$ cat src/rtl/cpu_alu_pkg.sv
// rtl/cpu_alu_pkg.sv - shared ALU op codes, issue FSM states and sizing helpers
// Purpose: constants and types used by the ALU issue controller, its command FIFO and interface.
// Ports: none (package).
package cpu_alu_pkg;

  localparam int DEF_WIDTH = 32;

  localparam logic [1:0] ALUC_ADD = 2'b00;
  localparam logic [1:0] ALUC_SUB = 2'b01;
  localparam logic [1:0] ALUC_AND = 2'b10;
  localparam logic [1:0] ALUC_OR  = 2'b11;

  typedef enum logic [1:0] {
    ST_IDLE = 2'd0,
    ST_WAIT = 2'd1,
    ST_HOLD = 2'd2
  } state_t;

  // One FIFO entry carries {X, Y, Aluc}.
  function automatic int cmd_bits(input int width);
    return 2 * width + 2;
  endfunction

endpackage

$ cat src/rtl/alu_issue_ctrl_if.sv
// rtl/alu_issue_ctrl_if.sv - command, ALU and result signal bundle of the issue controller
// Purpose: groups the command input, ALU operand/result and result output handshakes.
// Ports (slave = controller side):
//   In_Valid/In_Ready/In_X/In_Y/In_Aluc   command stream into the controller
//   Alu_X/Alu_Y/Alu_Aluc, Alu_R/Alu_Z     operands to and result from the ALU
//   Out_Valid/Out_Ready/Out_R/Out_Z       captured result stream
//   Busy, Count                           status
interface alu_issue_ctrl_if
  import cpu_alu_pkg::*;
#(
  parameter int WIDTH = DEF_WIDTH,
  parameter int DEPTH = 4
);

  logic                       In_Valid;
  logic                       In_Ready;
  logic [WIDTH-1:0]           In_X;
  logic [WIDTH-1:0]           In_Y;
  logic [1:0]                 In_Aluc;
  logic [WIDTH-1:0]           Alu_X;
  logic [WIDTH-1:0]           Alu_Y;
  logic [1:0]                 Alu_Aluc;
  logic [WIDTH-1:0]           Alu_R;
  logic                       Alu_Z;
  logic                       Out_Valid;
  logic                       Out_Ready;
  logic [WIDTH-1:0]           Out_R;
  logic                       Out_Z;
  logic                       Busy;
  logic [$clog2(DEPTH+1)-1:0] Count;

  modport slave (
    input  In_Valid, In_X, In_Y, In_Aluc, Alu_R, Alu_Z, Out_Ready,
    output In_Ready, Alu_X, Alu_Y, Alu_Aluc, Out_Valid, Out_R, Out_Z, Busy, Count
  );

  modport master (
    output In_Valid, In_X, In_Y, In_Aluc, Alu_R, Alu_Z, Out_Ready,
    input  In_Ready, Alu_X, Alu_Y, Alu_Aluc, Out_Valid, Out_R, Out_Z, Busy, Count
  );

endinterface

$ cat src/rtl/cmd_fifo.sv
// rtl/cmd_fifo.sv - synchronous command FIFO with occupancy count
// Purpose: buffers ALU commands between the command input and the issue FSM.
// Ports:
//   Clk, Clr         clock, asynchronous active-high reset
//   i_push, i_data   write request and entry (ignored while full)
//   i_pop            read request (ignored while empty); o_data shows the head
//   o_full, o_empty  occupancy flags
//   o_count          number of stored entries
module cmd_fifo #(
  parameter  int DW    = 66,
  parameter  int DEPTH = 4,
  localparam int AW    = $clog2(DEPTH),
  localparam int CW    = $clog2(DEPTH + 1)
) (
  input  logic          Clk,
  input  logic          Clr,
  input  logic          i_push,
  input  logic [DW-1:0] i_data,
  input  logic          i_pop,
  output logic [DW-1:0] o_data,
  output logic          o_full,
  output logic          o_empty,
  output logic [CW-1:0] o_count
);

  logic [DW-1:0] r_mem [DEPTH];
  logic [AW-1:0] r_wr_ptr;
  logic [AW-1:0] r_rd_ptr;
  logic [CW-1:0] r_count;
  logic          w_push;
  logic          w_pop;

  assign o_full  = (r_count == CW'(DEPTH));
  assign o_empty = (r_count == '0);
  assign w_push  = i_push && !o_full;
  assign w_pop   = i_pop && !o_empty;
  assign o_data  = r_mem[r_rd_ptr];
  assign o_count = r_count;

  // Storage needs no reset; only the pointers and count define validity.
  always_ff @(posedge Clk) begin
    if (w_push) r_mem[r_wr_ptr] <= i_data;
  end

  // Pointers are exactly log2(DEPTH) bits so they wrap modulo DEPTH on their own.
  always_ff @(posedge Clk or posedge Clr) begin
    if (Clr) begin
      r_wr_ptr <= '0;
      r_rd_ptr <= '0;
      r_count  <= '0;
    end else begin
      if (w_push) r_wr_ptr <= r_wr_ptr + AW'(1);
      if (w_pop)  r_rd_ptr <= r_rd_ptr + AW'(1);
      r_count <= r_count + CW'(w_push) - CW'(w_pop);
    end
  end

endmodule

$ cat src/rtl/alu_issue_ctrl.sv
// rtl/alu_issue_ctrl.sv - issues queued commands to the ALU one at a time and returns results
// Purpose: buffers commands, drives registered Alu_X/Alu_Y/Alu_Aluc, waits LAT cycles,
//          captures Alu_R/Alu_Z and holds them on the result stream until accepted.
// Ports:
//   Clk, Clr   clock, asynchronous active-high reset
//   bus        alu_issue_ctrl_if.slave: command in, ALU operands/result, result out, Busy/Count
module alu_issue_ctrl
  import cpu_alu_pkg::*;
#(
  parameter int WIDTH = DEF_WIDTH,
  parameter int DEPTH = 4,
  parameter int LAT   = 1
) (
  input logic             Clk,
  input logic             Clr,
  alu_issue_ctrl_if.slave bus
);

  localparam int DW = cmd_bits(WIDTH);
  localparam int LW = $clog2(LAT + 1);
  localparam int CW = $clog2(DEPTH + 1);

  state_t           r_state;
  logic [LW-1:0]    r_cnt;
  logic [WIDTH-1:0] r_alu_x;
  logic [WIDTH-1:0] r_alu_y;
  logic [1:0]       r_alu_aluc;
  logic [WIDTH-1:0] r_out_r;
  logic             r_out_z;
  logic             r_out_valid;

  logic [DW-1:0]    w_head;
  logic             w_full;
  logic             w_empty;
  logic             w_pop;
  logic [CW-1:0]    w_count;

  // Out_Valid is always high in HOLD, so Out_Ready alone completes the handshake there.
  assign w_pop = !w_empty && ((r_state == ST_IDLE) || (r_state == ST_HOLD && bus.Out_Ready));

  cmd_fifo #(
    .DW    (DW),
    .DEPTH (DEPTH)
  ) u_cmd_fifo (
    .Clk     (Clk),
    .Clr     (Clr),
    .i_push  (bus.In_Valid),
    .i_data  ({bus.In_X, bus.In_Y, bus.In_Aluc}),
    .i_pop   (w_pop),
    .o_data  (w_head),
    .o_full  (w_full),
    .o_empty (w_empty),
    .o_count (w_count)
  );

  always_ff @(posedge Clk or posedge Clr) begin
    if (Clr) begin
      r_state     <= ST_IDLE;
      r_cnt       <= '0;
      r_alu_x     <= '0;
      r_alu_y     <= '0;
      r_alu_aluc  <= '0;
      r_out_r     <= '0;
      r_out_z     <= 1'b0;
      r_out_valid <= 1'b0;
    end else begin
      case (r_state)
        ST_IDLE: begin
          if (w_pop) begin
            {r_alu_x, r_alu_y, r_alu_aluc} <= w_head;
            r_cnt   <= LW'(LAT);
            r_state <= ST_WAIT;
          end
        end
        ST_WAIT: begin
          r_cnt <= r_cnt - LW'(1);
          if (r_cnt == LW'(1)) begin
            r_out_r     <= bus.Alu_R;
            r_out_z     <= bus.Alu_Z;
            r_out_valid <= 1'b1;
            r_state     <= ST_HOLD;
          end
        end
        ST_HOLD: begin
          if (bus.Out_Ready) begin
            r_out_valid <= 1'b0;
            if (w_pop) begin
              // Back-to-back issue; Alu_* otherwise keep the last command.
              {r_alu_x, r_alu_y, r_alu_aluc} <= w_head;
              r_cnt   <= LW'(LAT);
              r_state <= ST_WAIT;
            end else begin
              r_state <= ST_IDLE;
            end
          end
        end
        default: r_state <= ST_IDLE;
      endcase
    end
  end

  // In_Ready comes from the registered count, so a pop never raises it within the same cycle.
  assign bus.In_Ready  = !w_full;
  assign bus.Alu_X     = r_alu_x;
  assign bus.Alu_Y     = r_alu_y;
  assign bus.Alu_Aluc  = r_alu_aluc;
  assign bus.Out_Valid = r_out_valid;
  assign bus.Out_R     = r_out_r;
  assign bus.Out_Z     = r_out_z;
  assign bus.Busy      = !w_empty || (r_state != ST_IDLE);
  assign bus.Count     = w_count;

endmodule

$ cat src/flat_wrapper.sv
// flat-port wrapper written by rule: the top's interface ports become plain ports
module alu_issue_ctrl_flat import cpu_alu_pkg::*;
#(
  parameter int WIDTH = DEF_WIDTH,
  parameter int DEPTH = 4,
  parameter int LAT   = 1
)
  (Clk, Clr, bus_In_Valid, bus_In_X, bus_In_Y, bus_In_Aluc, bus_Alu_R, bus_Alu_Z, bus_Out_Ready, bus_In_Ready, bus_Alu_X, bus_Alu_Y, bus_Alu_Aluc, bus_Out_Valid, bus_Out_R, bus_Out_Z, bus_Busy, bus_Count);
  alu_issue_ctrl_if #(.WIDTH(WIDTH), .DEPTH(DEPTH)) bus_i ();
  input logic Clk;
  input logic Clr;
  input wire logic [$bits(bus_i.In_Valid)-1:0] bus_In_Valid;
  input wire logic [$bits(bus_i.In_X)-1:0] bus_In_X;
  input wire logic [$bits(bus_i.In_Y)-1:0] bus_In_Y;
  input wire logic [$bits(bus_i.In_Aluc)-1:0] bus_In_Aluc;
  input wire logic [$bits(bus_i.Alu_R)-1:0] bus_Alu_R;
  input wire logic [$bits(bus_i.Alu_Z)-1:0] bus_Alu_Z;
  input wire logic [$bits(bus_i.Out_Ready)-1:0] bus_Out_Ready;
  output wire logic [$bits(bus_i.In_Ready)-1:0] bus_In_Ready;
  output wire logic [$bits(bus_i.Alu_X)-1:0] bus_Alu_X;
  output wire logic [$bits(bus_i.Alu_Y)-1:0] bus_Alu_Y;
  output wire logic [$bits(bus_i.Alu_Aluc)-1:0] bus_Alu_Aluc;
  output wire logic [$bits(bus_i.Out_Valid)-1:0] bus_Out_Valid;
  output wire logic [$bits(bus_i.Out_R)-1:0] bus_Out_R;
  output wire logic [$bits(bus_i.Out_Z)-1:0] bus_Out_Z;
  output wire logic [$bits(bus_i.Busy)-1:0] bus_Busy;
  output wire logic [$bits(bus_i.Count)-1:0] bus_Count;
  assign bus_i.In_Valid = bus_In_Valid;
  assign bus_i.In_X = bus_In_X;
  assign bus_i.In_Y = bus_In_Y;
  assign bus_i.In_Aluc = bus_In_Aluc;
  assign bus_i.Alu_R = bus_Alu_R;
  assign bus_i.Alu_Z = bus_Alu_Z;
  assign bus_i.Out_Ready = bus_Out_Ready;
  assign bus_In_Ready = bus_i.In_Ready;
  assign bus_Alu_X = bus_i.Alu_X;
  assign bus_Alu_Y = bus_i.Alu_Y;
  assign bus_Alu_Aluc = bus_i.Alu_Aluc;
  assign bus_Out_Valid = bus_i.Out_Valid;
  assign bus_Out_R = bus_i.Out_R;
  assign bus_Out_Z = bus_i.Out_Z;
  assign bus_Busy = bus_i.Busy;
  assign bus_Count = bus_i.Count;
  alu_issue_ctrl #(.WIDTH(WIDTH), .DEPTH(DEPTH), .LAT(LAT)) u_core (.Clk(Clk), .Clr(Clr), .bus(bus_i));
endmodule
$ cat config.mk
export PLATFORM = sky130hd
export DESIGN_NAME = alu_issue_ctrl_flat
export DESIGN_NICKNAME = d
export VERILOG_FILES = /design/src/rtl/cpu_alu_pkg.sv /design/src/rtl/alu_issue_ctrl_if.sv /design/src/rtl/cmd_fifo.sv /design/src/rtl/alu_issue_ctrl.sv /design/src/flat_wrapper.sv
export SDC_FILE = /design/constraint.sdc
export NUM_CORES = 1
export LEC_CHECK = 0
export CORE_UTILIZATION = 49
export CTS_CLUSTER_SIZE = 40
export DETAILED_ROUTE_END_ITERATION = 10
export PLACE_DENSITY = 0.74
export SETUP_SLACK_MARGIN = 0.4
export SKIP_LAST_GASP = 1
export SLEW_MARGIN = 20
export SYNTH_ARGS = -nofsm -noshare
export SYNTH_HDL_FRONTEND = slang
export SYNTH_SLANG_ARGS = --single-unit
$ cat constraint.sdc
create_clock -name Clk -period 3.5 [get_ports Clk]
set_input_delay 0.7 -clock Clk [delete_from_list [all_inputs] [get_ports Clk]]
set_output_delay 0.7 -clock Clk [all_outputs]
set_load 0.01 [all_outputs]
# Word level (Yosys, flattened, before mapping)
# Memory sizes are Yosys's and may differ from the RTL's.
# Cells that the tools add are included.
# totals
register_bits,110
ramBits,264
inputBits,103
memories,1
# op_classes
add_sub_neg,5
n_eq_ne,6
muxes,22
reduce_logical,19
# memory_table
memory,words,width,rd,rd_clocked_by_memory_dff,wr,line_no,source
u_core.u_cmd_fifo.r_mem,4,66,1,0,1,cmd_fifo.sv:26,logic [DW-1:0] r_mem [DEPTH];
# ops
op,count
32-bit 2-to-1 mux,4
32-bit one-hot mux with 2 select lines,2
2-bit 2-to-1 mux,5
1-bit 2-to-1 mux,7
2-bit one-hot mux with 3 select lines,1
2-bit AND reduction,3
3-bit AND reduction,2
2-bit nonzero test,3
2-bit by 1-bit adder with 2-bit output (second input constant),2
1-bit logical AND,4
2-bit != test (second input constant),2
2-bit one-hot mux with 2 select lines,1
3-bit by 1-bit adder with 3-bit output,1
3-bit == test (second input constant),1
3-bit logical NOT,1
1-bit one-hot mux with 3 select lines,1
3-bit nonzero test,1
3-bit by 1-bit subtractor with 3-bit output,1
2-bit by 1-bit == test with 1-bit output (second input constant),1
2-bit == test (second input constant),1
1-bit logical NOT,2
2-bit logical NOT,1
1-bit logical OR,2
2-bit by 1-bit != test with 1-bit output (second input constant),1
2 further kinds,2

# Logic depth before layout (Yosys ltp)
# Gate-level depths: netlist of run 1.
# logic_depth
word_depth,7
depth_mapped,9
depth_no_buf,9

# Hierarchy
# From an unflattened synthesis of run 1, not the netlist that was laid out.
# unflattened
cells_unflattened,619
area_unflattened_um2,13983.4
# modules_own_cells
module,n_inst,cells_each,area_each_um2
cmd_fifo,1,387,10013.4
alu_issue_ctrl,1,232,3970.1

# Least setup slack after synthesis of run 1
# No wires, ideal clock.
# synth_path
path_type,register to register
start,"register u_core.u_cmd_fifo.r_count[2], in the netlist u_core.u_cmd_fifo.o_count[2]"
end,"memory u_core.u_cmd_fifo.r_mem[0][0], enable pin"
setup_ps,432
arrival_time_ps,2343
required_ps,3068
setup_slack_ps,726
path_stages_with_launch,3
n_path_buf,0
path_cell_list,dfrtp_1 -> or3b_1 -> and3_1
# synth_between
elab_chain_len,5
# synth_lines
element,line_no,source
from (decl),cmd_fifo.sv:29,logic [CW-1:0] r_count;
from (signal assigned),cmd_fifo.sv:54,r_count <= r_count + CW'(w_push) - CW'(w_pop);
3-bit == test,cmd_fifo.sv:33,assign o_full = (r_count == CW'(DEPTH));
1-bit logical NOT,--,
via bus_In_Ready,flat_wrapper.sv:19,output wire logic [$bits(bus_i.In_Ready)-1:0] bus_In_Ready;
1-bit logical AND,cmd_fifo.sv:35,assign w_push = i_push && !o_full;
1-bit 2-to-1 mux,cmd_fifo.sv:42,if (w_push) r_mem[r_wr_ptr] <= i_data;
1-bit 2-to-1 mux (implied by the code),cmd_fifo.sv:42,
to (decl),cmd_fifo.sv:26,
# The timed path passes the listed nets, and every way through them passes these cells.

# Worst setup path in the final report of run 1
# layout_path
start,"register u_core.u_cmd_fifo.r_count[1], in the netlist u_core.u_cmd_fifo.o_count[1]"
end,output port bus_Busy
# layout_between
elab_chain_len,3
# layout_lines
element,line_no,source
3-bit logical NOT,cmd_fifo.sv:34,assign o_empty = (r_count == '0);
1-bit logical NOT,alu_issue_ctrl.sv:110,assign bus.Busy = !w_empty || (r_state != ST_IDLE);
1-bit logical OR,alu_issue_ctrl.sv:110,
to (decl),flat_wrapper.sv:26,output wire logic [$bits(bus_i.Busy)-1:0] bus_Busy;
# No other way between the ends.

==> results of run 1 <==
worst paths after layout:
kind                                              startpoint                      endpoint  slack (ps)
worst max-delay path            u_core.u_cmd_fifo.o_count[1]                      bus_Busy         530
worst min-delay path                    u_core.bus.Alu_X[18]          u_core.bus.Alu_X[18]         500
worst max register to register  u_core.u_cmd_fifo.o_count[2]  u_core.u_cmd_fifo.o_count[2]        1130
worst min register to register          u_core.bus.Alu_X[18]          u_core.bus.Alu_X[18]         500
max in group asynchronous                                Clr                  u_core.r_cnt        2090
min in group asynchronous                                Clr          u_core.bus.Alu_X[11]         680
critical path, cell delays in order, from the launching register on:
cell	delay, ps
dfrtp_1	420
or4_1	560
or2_2	300
clkdlybuf4s50_1	480
sequential cells by signal, summed over array words and instances (netlist names):
signal and cells:
u_core.u_cmd_fifo.r_rd_ptr 2, u_core.r_state 2, u_core.bus.Out_R 32, u_core.bus.Out_Z 1, u_core.r_cnt 1, u_core.bus.Out_Valid 1
u_core.bus.Alu_X 32, u_core.u_cmd_fifo.r_wr_ptr 2, u_core.bus.Alu_Aluc 2, u_core.u_cmd_fifo.r_mem 264, u_core.bus.Alu_Y 32, u_core.u_cmd_fifo.o_count 3
cells by family (layout without fill, tap and decap cells):
logic type | Yosys count | in the layout
muxes | 166 | 166
other | 0 | 1
DFF | 374 | 374
adders and majority gates | 7 | 7
buffers and inverters | 33 | 295
xor gates and xnor gates | 6 | 6
and+or+nand+nor | 20 | 20
AOI/OAI and AO/OA | 4 | 4
per-layer routing:
| metal | up-vias | routed length (um) | GRT usage |
|---|---|---|---|
| li1 | 2917 | - | - |
| met3 | 51 | 1810 | 0.0423 |
| met5 | - | 0 | 0 |
| met2 | 216 | 13300 | 0.320 |
| met1 | 3542 | 11300 | 0.263 |
| met4 | 0 | 539 | 0.0541 |
power by group through the flow:
stage               sequential (mW)  combinational, mW  clock [mW]
detailed placement             7.10               5.29           0
CTS                            7.04               5.31        4.01
floorplan                      6.95               3.16           0
global route                   7.17               5.60        4.18
global placement               7.02               5.13           0
finish                         7.00               5.21        3.92
cell type report:
class	count	area (um2)
Inverter	7	30.0
Sequential cell	374	10700
Clock buffer	57	1110
Timing Repair Buffer	219	2250
Antenna cell	1	2.50
Fill cell	1921	10100
Clock inverter	12	113
Tap cell	378	473
Multi-Input combinational cell	203	3000
stage by stage:
step           hold WS [ps]  instances  power, mW  instance area [um2]   util
2_1_floorplan           534        610       10.1                13900      -
6_report                503       1251       16.1                17700  0.636
5_1_grt                 520       1250       16.9                17700  0.636
3_5_place_dp            495       1181       12.4                16400  0.592
3_3_place_gp            487       1181       12.1                16400  0.592
4_1_cts                 508       1250       16.4                17700  0.636
cell usage in the layout (no fill, tap or decap), types with 2 or more instances in the layout:
cell and instances:
a21oi_1 3, and3_4 4, buf_12 7, buf_4 4, bufinv_16 2, clkbuf_1 11
clkbuf_16 39, clkbuf_8 7, clkdlybuf4s50_1 207, clkinv_1 5, clkinv_2 2, clkinvlp_4 3
dfrtp_1 108, dfrtp_4 2, edfxtp_1 264, ha_1 6, inv_1 6, mux2_2 82
mux2_4 18, mux4_2 66, nand2_1 2, nor2_1 2, nor2b_1 2, or2_2 2
xnor2_1 3, xor2_1 3
==> impl_metrics.json, run 1 <==
{
  "synthCells": 610,
  "p_sw_frac": 0.276,
  "cts_setup_buffers": 0,
  "vias_per_cell": 5.38,
  "yosys.area.top_type": "edfxtp_1",
  "maxSlewViolCount": 0,
  "post-place-ws_ps": 558,
  "portBuffers": 207,
  "h-tree-depth": 2,
  "ctsResizeCount": 0,
  "p_leak_nw": 6.24,
  "syn_area_mm2": 0.0139,
  "period_share": 0.848,
  "required_ps": 2800,
  "ys_top_cells_by_count": "edfxtp_1 (264), dfrtp_1 (110), mux2_2 (82)",
  "rows": 61,
  "start_util": 0.499,
  "synth-simple-area-share": 0.00903,
  "finalSetupViolCount": 0,
  "num_vias": 6726,
  "fp.coreArea_mm2": 0.0278,
  "synth_edf_count": 264,
  "clkLatencyLatePin_ps": 520,
  "rsz0062_at_grt": "no",
  "synth_fa_ha_area_frac": 0.00686,
  "status": "complete, no violations",
  "synth_top_family_by_area": "multiplexers",
  "post_synth.cell_area_avg_um2": 22.7,
  "area_growth_pct": 27.5,
  "worstSetupStartpointType": "register",
  "die_y_um": 170,
  "globalRouteOverflowTotal": 0,
  "track_usage": 0.194,
  "async_flop_share": 0.294,
  "root_buffer": "clkbuf_16",
  "nets": 953,
  "antenna_found_initial": 0,
  "switching_power_mw": 4.46,
  "syn-num-nets": 720,
  "yosysSeqAreaShare": 0.771,
  "max_freq_mhz": 337,
  "synth_compound_area_frac": 0.00144,
  "clock_sinks": 374,
  "grt_first_pass_wirelength_um": 42200,
  "fin_skew_ps": 14.0,
  "clk_pin_slew_worst_paths_ps": 60,
  "yosysUniqueCellTypes": 31,
  "worst_setup_path_end_kind": "output pin",
  "grt_max_degree": 69,
  "drc": 0,
  "ys_ff_latch": 374,
  "drt-initial-drc-count": 538,
  "holdCritPathClass": "reg2reg",
  "fp.dieW_um": 170,
  "hold_buffers": 0,
  "synth.most_common_cell": "edfxtp_1",
  "worst_pin_slew_ps": 1070,
  "io_pins": 208,
  "pwr-share-seq": 0.434,
  "netlist_top_cells_area": "edfxtp_1 (57%), dfrtp_1 (20%), mux4_2 (11%)",
  "final-hold-violation-count": 0,
  "drive_gt1_frac": 0.276,
  "wl_um": 26900,
  "post_drt_wl_per_cell_um": 21.5,
  "p_clk_frac": 0.243,
  "synth_xor_area_frac": 0.00379,
  "relSlewSlack": 0.287,
  "worst_slack_ps": 531,
  "yosysTopAreaCellShare": 0.572,
  "critPathKind": "reg2out",
  "p_comb_frac": 0.323,
  "period_minus_slack_ps": 2970,
  "synthMuxAreaShare": 0.193,
  "powerDensity_mw_per_mm2": 913,
  "clk_path_buf_depth": 3,
  "dieArea_mm2": 0.0290,
  "gp_congestion": 0.703,
  "cts_tree": "done",
  "r2r_cells": 9,
  "critPathMaxFanout": 5,
  "hold_depth": 1,
  "cts_buffers": 38,
  "setup_tns_ps": 0,
  "grt_pass1_vias": 7373,
  "vdd_drop_max_mv": 0.529,
  "power.internal_mw": 11.7,
  "yosys_warnings": 0,
  "drv_cap": 0,
  "place.detailed.hpwl_um": 16100,
  "ant_nets": 0,
  "dr.pass1.iters": 4,
  "worstPathArrival_ps": 2270,
  "ys.flop_type": "edfxtp_1"
}
(Power assumes the default switching activity.)
==> run 2, diff against run 1 <==
- clock period: 3.5 -> 2.6 ns (I/O delays scaled with it)
==> run 2 against run 1 <==
  * Total power is 36% higher
  * Sequential share of layout area shrank 0.43 points
  * Worst setup slack worse by 260 ps
  * Die area unchanged
  * Clock power rose by 30%
  * Critical path depth unchanged
  * Critical path type unchanged
==> impl_metrics.json, run 2 (synthesis gave the netlist of run 1 again) <==
{
  "status": "complete, no violations",
  "p_clk_frac": 0.233,
  "period_minus_slack_ps": 2330,
  "portBuffers": 207,
  "p_sw_frac": 0.278,
  "dieArea_mm2": 0.0290,
  "clock_sinks": 374,
  "fp.dieW_um": 170,
  "p_comb_frac": 0.350,
  "required_ps": 2080,
  "final-hold-violation-count": 0,
  "clkLatencyLatePin_ps": 510,
  "drt-initial-drc-count": 314,
  "track_usage": 0.184,
  "powerDensity_mw_per_mm2": 1230,
  "power.internal_mw": 15.8,
  "dr.pass1.iters": 4,
  "grt_pass1_vias": 7153,
  "worst_slack_ps": 271,
  "setup_tns_ps": 0,
  "vdd_drop_max_mv": 0.764,
  "worstSetupStartpointType": "register",
  "fp.coreArea_mm2": 0.0278,
  "largest_reg_flops": 264,
  "cts_tree": "done",
  "drc": 0,
  "grt_max_degree": 69,
  "fin_area_mm2": 0.0178,
  "cts_buffers": 39,
  "fin_skew_ps": 7.54,
  "drv_cap": 0,
  "layout_commonest_cell": "edfxtp_1",
  "holdWs_ps": 407,
  "worstPathArrival_ps": 1810,
  "relSlewSlack": 0.642,
  "wl_um": 26500,
  "holdCritPathClass": "in2async",
  "cp-startpoint": "u_core.u_cmd_fifo.o_count[2]",
  "vias_per_cell": 5.28,
  "fin_util": 0.641,
  "diodes": 0,
  "clk_path_buf_depth": 3,
  "root_buffer": "clkbuf_16",
  "max_freq_mhz": 429,
  "finalSetupViolCount": 0,
  "h-tree-depth": 2,
  "p_leak_nw": 6.30,
  "period_share": 0.896,
  "maxSlewViolCount": 0,
  "io_pins": 208,
  "post_drt_wl_per_cell_um": 21.0,
  "drive_gt1_frac": 0.295,
  "critPathKind": "reg2out",
  "placed_cells": 1184,
  "die_y_um": 170,
  "antenna_found_initial": 0,
  "reg2reg_from": "u_core.u_cmd_fifo.o_count[0]",
  "hold_buffers": 0,
  "nets": 966,
  "post-place-ws_ps": -18.9,
  "ant_nets": 0,
  "area_growth_pct": 28.5,
  "pwr-share-seq": 0.418,
  "largest-register": "u_core.u_cmd_fifo.r_mem",
  "fin_total_pwr_mw": 21.9,
  "globalRouteOverflowTotal": 0,
  "grt_first_pass_wirelength_um": 40200,
  "switching_power_mw": 6.08,
  "final_cell_mix": "edfxtp_1 (264), clkdlybuf4s50_1 (204), dfrtp_1 (105)",
  "worst_pin_slew_ps": 536,
  "place.detailed.hpwl_um": 15300,
  "critPathMaxFanout": 2,
  "num_vias": 6670,
  "start_util": 0.499,
  "gp_congestion": 0.714,
  "rsz0062_at_grt": "yes",
  "worst_setup_path_end_kind": "output pin",
  "placed_area_mm2": 0.0165,
  "final_cells": 1263,
  "clk_pin_slew_worst_paths_ps": 60,
  "rows": 61
}
run 2: cell type report:
cell class,count,area [um2]
Sequential cell,374,10700
Fill cell,1902,9980
Multi-Input combinational cell,203,3060
Timing Repair Buffer,231,2380
Clock buffer,67,1150
Tap cell,378,473
Inverter,7,32.5
Clock inverter,3,13.8
run 2: critical path, cell delays in order, from the launching register on:
cell and delay (ps):
dfrtp_2 400, or4_4 530, or2_4 240, buf_6 120
run 2: what timing repair did:
item | CTS | global route
endpoints found under the setup margin | 3 | 4
pin swaps | 9 | 6
gates cloned | 0 | 0
buffers inserted | 8 | 1
resized for setup | 18 | 7
run 2: worst paths after layout:
kind	slack (ps)	cells past startpoint	endpoint
setup / recovery	270	3	bus_Busy
hold / removal	410	2	u_core.bus.Alu_X[6]
setup reg to reg	410	10	u_core.u_cmd_fifo.o_count[2]
hold reg to reg	500	1	u_core.bus.Out_R[30]
max in group asynchronous	1490	3	u_core.bus.Alu_Y[13]
min in group Clk	500	1	u_core.bus.Out_R[30]
run 2: layer usage:
metal  global-route usage  share of wire  wire length [um]
met1                0.236           0.42             11100
met2                0.317           0.50             13400
met3               0.0402          0.058              1540
met4               0.0552          0.021               555
met5                    0              0                 0
run 2: power groups by stage:
stage	Sequential (mW)	Clock (mW)	Combinational [mW]
final	9.13	5.08	7.64
after global routing	9.32	5.42	8.15
after CTS	9.17	5.19	7.73
after detailed placement	9.27	0	7.51
after global placement	9.15	0	7.28
after floorplan	9.33	0	4.26
